**src/rtl/btb_predictor.sv**
```systemverilog
// Direct-mapped BTB with saturating direction counters; zero-latency lookup, update on posedge, no backpressure.
// Optional macro BTB_BYPASS_EN forwards a same-cycle update at the looked-up index to the fetch outputs.
module btb_predictor #(
   parameter int AWIDTH   = 32,
   parameter int ENTRIES  = 16,
   parameter int CTR_BITS = 2
) (
   input  logic              clk,
   input  logic              rst_n,
   input  logic [AWIDTH-1:0] PC_f,
   output logic              hit_f,
   output logic              pred_taken_f,
   output logic [AWIDTH-1:0] BrTarget,
   input  logic              Br_x,
   input  logic [AWIDTH-1:0] PC_x,
   input  logic              taken_x,
   input  logic [AWIDTH-1:0] alu_out,
   input  logic              flush
);

   localparam int IDX_W = $clog2(ENTRIES);
   localparam int TAG_W = AWIDTH - IDX_W - 2;
   localparam logic [CTR_BITS-1:0] CTR_MAX  = '1;
   localparam logic [CTR_BITS-1:0] CTR_WEAK = CTR_BITS'(2 ** (CTR_BITS - 1));

   logic [ENTRIES-1:0]  r_valid;
   logic [TAG_W-1:0]    r_tag    [ENTRIES];
   logic [AWIDTH-1:0]   r_target [ENTRIES];
   logic [CTR_BITS-1:0] r_ctr    [ENTRIES];

   logic [IDX_W-1:0]    w_idx_f, w_idx_x;
   logic [TAG_W-1:0]    w_tag_f, w_tag_x;
   logic [AWIDTH-1:0]   w_pc_f_inc;
   logic                w_hit_x;
   logic                w_upd_en;
   logic [CTR_BITS-1:0] w_cur_ctr;
   logic [CTR_BITS-1:0] w_upd_ctr;
   logic [AWIDTH-1:0]   w_upd_tgt;
   logic                w_lk_vld;
   logic [TAG_W-1:0]    w_lk_tag;
   logic [AWIDTH-1:0]   w_lk_tgt;
   logic [CTR_BITS-1:0] w_lk_ctr;
   logic                w_unused_pc_lsb;

   assign w_idx_f    = PC_f[IDX_W+1:2];
   assign w_tag_f    = PC_f[AWIDTH-1:IDX_W+2];
   assign w_idx_x    = PC_x[IDX_W+1:2];
   assign w_tag_x    = PC_x[AWIDTH-1:IDX_W+2];
   assign w_pc_f_inc = PC_f + AWIDTH'(4);
   assign w_unused_pc_lsb = &{1'b0, PC_f[1:0], PC_x[1:0]};

   // Resolved-branch update: next value of the entry selected by PC_x.
   assign w_hit_x   = r_valid[w_idx_x] & (r_tag[w_idx_x] == w_tag_x);
   assign w_upd_en  = Br_x & ~flush & (w_hit_x | taken_x);
   assign w_cur_ctr = r_ctr[w_idx_x];
   assign w_upd_tgt = taken_x ? alu_out : r_target[w_idx_x];

   always_comb begin
      w_upd_ctr = CTR_WEAK;
      if (w_hit_x) begin
         if (taken_x)
            w_upd_ctr = (w_cur_ctr == CTR_MAX) ? w_cur_ctr : w_cur_ctr + 1'b1;
         else
            w_upd_ctr = (w_cur_ctr == '0) ? w_cur_ctr : w_cur_ctr - 1'b1;
      end
   end

   always_comb begin
      w_lk_vld = r_valid[w_idx_f];
      w_lk_tag = r_tag[w_idx_f];
      w_lk_tgt = r_target[w_idx_f];
      w_lk_ctr = r_ctr[w_idx_f];
`ifdef BTB_BYPASS_EN
      if (rst_n && w_upd_en && (w_idx_x == w_idx_f)) begin
         w_lk_vld = 1'b1;
         w_lk_tag = w_tag_x;
         w_lk_tgt = w_upd_tgt;
         w_lk_ctr = w_upd_ctr;
      end
`endif
   end

   // Tags of invalid entries may be X; the AND with valid keeps hit_f clean.
   assign hit_f        = w_lk_vld & (w_lk_tag == w_tag_f);
   assign pred_taken_f = hit_f & w_lk_ctr[CTR_BITS-1];
   assign BrTarget     = pred_taken_f ? w_lk_tgt : w_pc_f_inc;

   always_ff @(posedge clk or negedge rst_n) begin
      if (!rst_n) begin
         r_valid <= '0;
         for (int i = 0; i < ENTRIES; i++)
            r_ctr[i] <= '0;
      end else if (flush) begin
         r_valid <= '0;
      end else if (w_upd_en) begin
         r_valid[w_idx_x] <= 1'b1;
         r_ctr[w_idx_x]   <= w_upd_ctr;
      end
   end

   // Tag/target payload needs no reset; validity is carried by r_valid alone.
   always_ff @(posedge clk) begin
      if (w_upd_en) begin
         r_tag[w_idx_x]    <= w_tag_x;
         r_target[w_idx_x] <= w_upd_tgt;
      end
   end

endmodule

```
**config.mk**
```make
export PLATFORM = sky130hd
export DESIGN_NAME = btb_predictor
export DESIGN_NICKNAME = d
export VERILOG_FILES = /design/src/rtl/btb_predictor.sv
export SDC_FILE = /design/constraint.sdc
export NUM_CORES = 1
export LEC_CHECK = 0
export BUFFER_PORTS_ARGS = -buffer_cell sky130_fd_sc_hd__buf_4
export CAP_MARGIN = 20
export CORE_MARGIN = 8
export CORE_UTILIZATION = 55
export DETAILED_ROUTE_END_ITERATION = 10
export GPL_TIMING_DRIVEN = 0
export PLACE_DENSITY = 0.73
export RECOVER_POWER = 50
export SYNTH_ARGS = -nofsm -noshare
export SYNTH_HDL_FRONTEND = slang
export SYNTH_SLANG_ARGS = --single-unit
```
**constraint.sdc**
```tcl
create_clock -name clk -period 8.3 [get_ports clk]
set_clock_uncertainty 0.1 [all_clocks]
set_input_delay 1.66 -clock clk [delete_from_list [all_inputs] [get_ports clk]]
set_output_delay 1.66 -clock clk [all_outputs]
set_load 0.03 [all_outputs]
```
# Yosys cells after proc, flatten, opt, wreduce, memory -nomap -nowiden
# Memory sizes are Yosys's and may differ from the RTL's.
# Index checks and enable logic that the tools add are counted.
[totals]
input_bits = 101
register_bits = 48
memories = 2
ram_bits = 928
[memory_table]
columns = ["memory", "words", "width", "read_ports", "rd_clocked_by_memory_dff", "wr", "line_no", "text"]
rows = [
  ["r_target", 16, 32, 1, 0, 1, "28", "logic [AWIDTH-1:0] r_target [ENTRIES];"],
  ["r_tag", 16, 26, 2, 0, 1, "27", "logic [TAG_W-1:0] r_tag [ENTRIES];"],
]
[classes]
bitwise = 10
magnitude_cmp = 6
eq_ne = 4
n_addsub = 3
muxes = 25
n_reduce_logical = 6
[op_table]
columns = ["operator", "n"]
rows = [
  ["$mux W32", 2],
  ["$eq A26 B26 Y1", 2],
  ["$add A32 B3 Y32 const B", 1],
  ["$bwmux W32", 1],
  ["$mux W16", 2],
  ["$mux W2", 9],
  ["$bmux W2 S4", 2],
  ["$or A16 B16 Y16", 1],
  ["$ge A5 B5 Y1 const B", 2],
  ["$lt A4 B5 Y1 const B", 2],
  ["$not A4 Y5", 2],
  ["$bmux W1 S4", 2],
  ["$demux W2 S4", 1],
  ["$and A1 B1 Y1", 5],
  ["$lt A5 B1 Y1 const B", 1],
  ["$mux W1", 5],
  ["$demux W1 S4", 1],
  ["$ge A4 B1 Y1 const B", 1],
  ["$reduce_and A2 Y1", 2],
  ["$add A2 B1 Y2 const B", 1],
  ["$eq A2 B2 Y1 const B", 1],
  ["$logic_and A1 B1 Y1", 2],
  ["$logic_not A2 Y1", 1],
  ["$reduce_bool A2 Y1", 1],
  ["other kinds (4)", 4],
]

# Longest topological paths before layout
[depth]
word_depth = 9
depth_mapped = 14

# Worst setup path before layout
# No wires, ideal clock.
[synth_path]
kind = "in2out"
from = "input PC_f[2]"
to = "output BrTarget[26]"
setup_slack_ns = 1.920
required_time_ns = 6.540
n_path_buf = 6
stages = 9
t_arrival_ns = 4.620
path_cell_list = "buf_2 > buf_4 > buf_4 > buf_2 > buf_2 > buf_2 > mux4_2 > mux4_2 > mux2_1"
[synth_via]
elab_chain_len = 6
elab_cells_between_ends = 13
classes_between = "add/sub (1); eq/ne (1); mux (6); bitwise (3); memory (2)"
[synth_rtl]
columns = ["element", "line_no", "text"]
rows = [
  ["start, declared", "10", "input logic [AWIDTH-1:0] PC_f,"],
  ["branches (longest 5 deep; another with $mem_v2 Z16 W26)", "n/a", ""],
  ["$mux W32 *", "86", "assign BrTarget = pred_taken_f ? w_lk_tgt : w_pc_f_inc;"],
  ["end, declared", "13", "output logic [AWIDTH-1:0] BrTarget,"],
]
# Every way passes the cells marked *. The select of a mux whose other input is x is not followed.

# Final worst setup path
[layout_path]
from = "input PC_f[3]"
to = "output BrTarget[24]"
# Same word-level chain as after synthesis.

==> flow_summary.yaml <==
power_and_ir_drop:
  pd_cells_nw_per_um2: 221
  design_power_total_mw: 10.9
  power.switching_mw: 2.54
  pwr-share-seq_pct: 50.4
  peakVddDrop_mv: 0.195
  power_frac_clock_pct: 41.3
  netSwitchingFraction_pct: 23.3
  internal_power_mw: 8.35
  cellLeakagePower_nw: 16.0
  combinational_power_share_pct: 8.4
drt:
  route.detailed.wl_per_inst_um: 37.9
  routed_via_density: 7.07
  finalWirelength_um: 135000
  vias: 25100
  ant_nets: 0
  residual_drc: 0
  drt_pre_antenna_iters: 8
  dr.first_iter.drc_count: 4135
sta:
  period_needed_ns: 8.36
  max-slew-margin-rel_pct: -75.6
  worst_pin_slew_ns: 2.63
  post-route-period-util_pct: 101
  fmax_ghz: 0.120
  maxSlewViolCount: 56
  worst_slack_ns: -0.0602
  rsz0062_at_grt: "false"
  finalHoldViolations: 0
  fin_setup_tns_ns: -0.120
  setup_viol: 4
setup_path:
  timing.setup.critical_path_class: "in2out"
  critical_path_maximum_fanout: 10
  critical_path_required_ns: 6.54
  critical_path_at_ns: 6.60
  end_kind: "primary output"
  timing.reg2reg.worst_path_depth: 10
  worstSetupStartpointType: "input port"
synth:
  synth_cell_types: 65
  mappedNetlistArea_um2: 43100
  synth_flop_cell: "edfxtp_1"
  syn-num-nets: 2258
  ys_seq_elements: 976
  synth_largest_area_cell: "edfxtp_1"
  synth_sequential_area_ratio_pct: 67.5
  synth_area_per_cell_um2: 20.0
  synth-async-reset-ratio_pct: 4.92
  post_synth_inst_count: 2156
  synth-edff-count: 928
  yosys.area.top_type_share_pct: 64.7
  ys_top_cells_by_area: "edfxtp_1 (65%), mux4_2 (18%), mux2i_1 (3.2%)"
  ys.warnings.count: 0
worst_hold_path:
  min_path_type: "reg2reg"
  hold_depth: 1
floorplanning:
  ioPinCount: 135
  floorplan.die_area_um2: 87600
  die_y_um: 296
  initial_core_utilization_pct: 55.6
  fp.coreArea_um2: 77500
  die_w_um: 296
  floorplan.rows: 102
final_layout:
  finalCoreUtilization_pct: 63.8
  drive_gt1_share_pct: 31.0
  final-instance-count-excl-fill: 3556
  syn2layout_area_growth_pct: 14.6
  nNetsFinal: 2522
grt:
  grt_pass1_wl_um: 188000
  grt_util_all_layers_pct: 30.8
  overflow: 0
  grt_start_max_net_pins: 49
  grt_pass1_vias: 25600
  antenna_found_initial: 16
clocking:
  htree_num_levels: 3
  postCtsSetupRepairBufs: 0
  clock_insertion_delay_worst_skew_ns: 0.69
  cts_buffers: 99
  clock-root-buffer: "clkbuf_16"
  worst_case_clock_buffer_depth: 3
  clk_transition_reported_paths_ns: 0.05
  clock_sink_count: 976
  clock_tree_from_tritoncts: "yes"
placed_design:
  total_of_buffers_placed_on_input_and_output_ports: 116
  place.gp.congestion: 0.991
  dp_hpwl_um: 91200
  placed_instance_count: 3355
outcome:
  outcome: "finished with violations"
  violations: "capacitance limit, slew limit, setup timing"
run:
  cap_violations: 2
[metrics by stage]
stage / cell area (µm²) / setup WS [ns] / hold WS, ns
final: 49400 / -0.0602 / 0.427
after global routing: 49400 / 0.00284 / 0.450
after CTS: 49500 / 0.0320 / 0.426
after detailed placement: 46300 / -0.301 / 0.413
after global placement: 45300 / -2.56 / 0.401
after floorplan: 43100 / 1.92 / 0.382
[state kept, by name, indices dropped and copies added, names as in the netlist]
register,flops
r_tag,416
r_valid,16
r_ctr,32
r_target,512
[Yosys cell counts, types with 3 or more instances]
cell type and number:
a211oi_1 6, a21oi_1 18, a21oi_4 14, a221oi_1 17
a22o_1 8, a22oi_1 16, a31oi_1 5, and2_1 5
and3_1 6, and4_1 5, buf_1 12, buf_2 49
buf_4 24, buf_6 9, clkbuf_1 47, dfrtp_1 48
edfxtp_1 928, inv_1 29, mux2_1 18, mux2_2 43
mux2i_1 136, mux4_2 344, nand2_1 53, nand2b_1 7
nand3_1 20, nand3b_1 3, nand4_1 10, nor2_1 37
nor2b_1 13, nor3_1 8, nor4_1 3, o211ai_1 5
o21ai_0 13, o21ba_2 16, o221ai_1 4, o22ai_1 30
o32a_1 16, xnor2_1 66, xor2_1 33
[routing by layer]
layer  part of all wire (%)  routed length, µm  global-route usage (%)  vias to the layer above
met3                     12              15700                    8.01                      472
met5                  0.059                 80                       0                        -
li1                       -                  -                       -                     9624
met2                     48              64300                    49.5                     2028
met1                     34              46500                    38.6                    13000
met4                    6.1               8270                    16.2                       12
[critical path: stages]
cell and delay (ns):
buf_4 0.14, buf_4 0.34, buf_4 0.39, buf_2 0.47
buf_2 0.48, buf_1 0.74, clkbuf_1 0.78, mux4_2 0.41
mux4_2 0.51, mux2_1 0.41, buf_4 0.21
[final cells by class]
| type | count | area, µm² |
|---|---|---|
| clock inverters | 71 | 727 |
| multi-input cells | 1009 | 13300 |
| fillers | 5209 | 28100 |
| diodes | 12 | 30.0 |
| inverters | 30 | 113 |
| well taps | 1040 | 1300 |
| flip-flops and latches | 976 | 29100 |
| repair buffers | 163 | 1560 |
| clock buffers | 114 | 2550 |
| plain buffers | 141 | 749 |
[logic make-up (layout without fill, tap and decap cells)]
kind of cell               Yosys count  count (layout)  synth area share [%]
DFF                                976             976                  67.5
muxes                              541             541                  22.7
AOI/OAI and AO/OA                  187             187                  3.64
and+or+nand+nor                    179             179                  2.09
buffers and inverters              171             519                  2.00
xor gates and xnor gates            99              99                  2.01
adders and majority gates            3               3                0.0755
other                                0              12                     0
[power by group through the flow]
stage / sequential, mW / clock [mW] / combinational [mW]
floorplan: 5.58 / 0 / 0.529
CTS: 5.48 / 4.51 / 0.904
finish: 5.49 / 4.50 / 0.912
global route: 5.49 / 4.69 / 0.939
detailed placement: 5.59 / 0 / 0.899
global placement: 5.58 / 0 / 0.872
[final timing paths]
| check | startpoint | end | slack [ns] |
|---|---|---|---|
| min in group asynchronous | rst_n | r_valid[13] | 1.71 |
| hold reg to reg | r_valid[12] | r_valid[12] | 0.43 |
| setup / recovery | PC_f[3] | BrTarget[24] | -0.06 |
| hold / removal | r_valid[12] | r_valid[12] | 0.43 |
| setup reg to reg | r_tag[2][15] | r_tag[14][19] | 3.73 |
| max in group asynchronous | rst_n | r_valid[8] | 4.90 |
[placed cells by master (no fill, tap or decap), drive strengths merged, types with 12 or more instances in the layout]
cell type,count
edfxtp,928
mux4,344
clkbuf,222
buf,196
mux2i,136
xnor2,66
mux2,61
nand2,53
clkinv,49
dfrtp,48
nor2,37
xor2,33
a21oi,32
inv,31
o22ai,30
nand3,20
a221oi,17
a22oi,16
o21ba,16
o32a,16
nor2b,13
o21ai,13
diode,12
[what timing repair did]
item	CTS	global route
cloned	0	0
endpoints found under the hold margin	0	0
hold buffers	0	0
resized for setup	1	1
endpoints found under the setup margin	31	23
(Power assumes the default switching activity.)
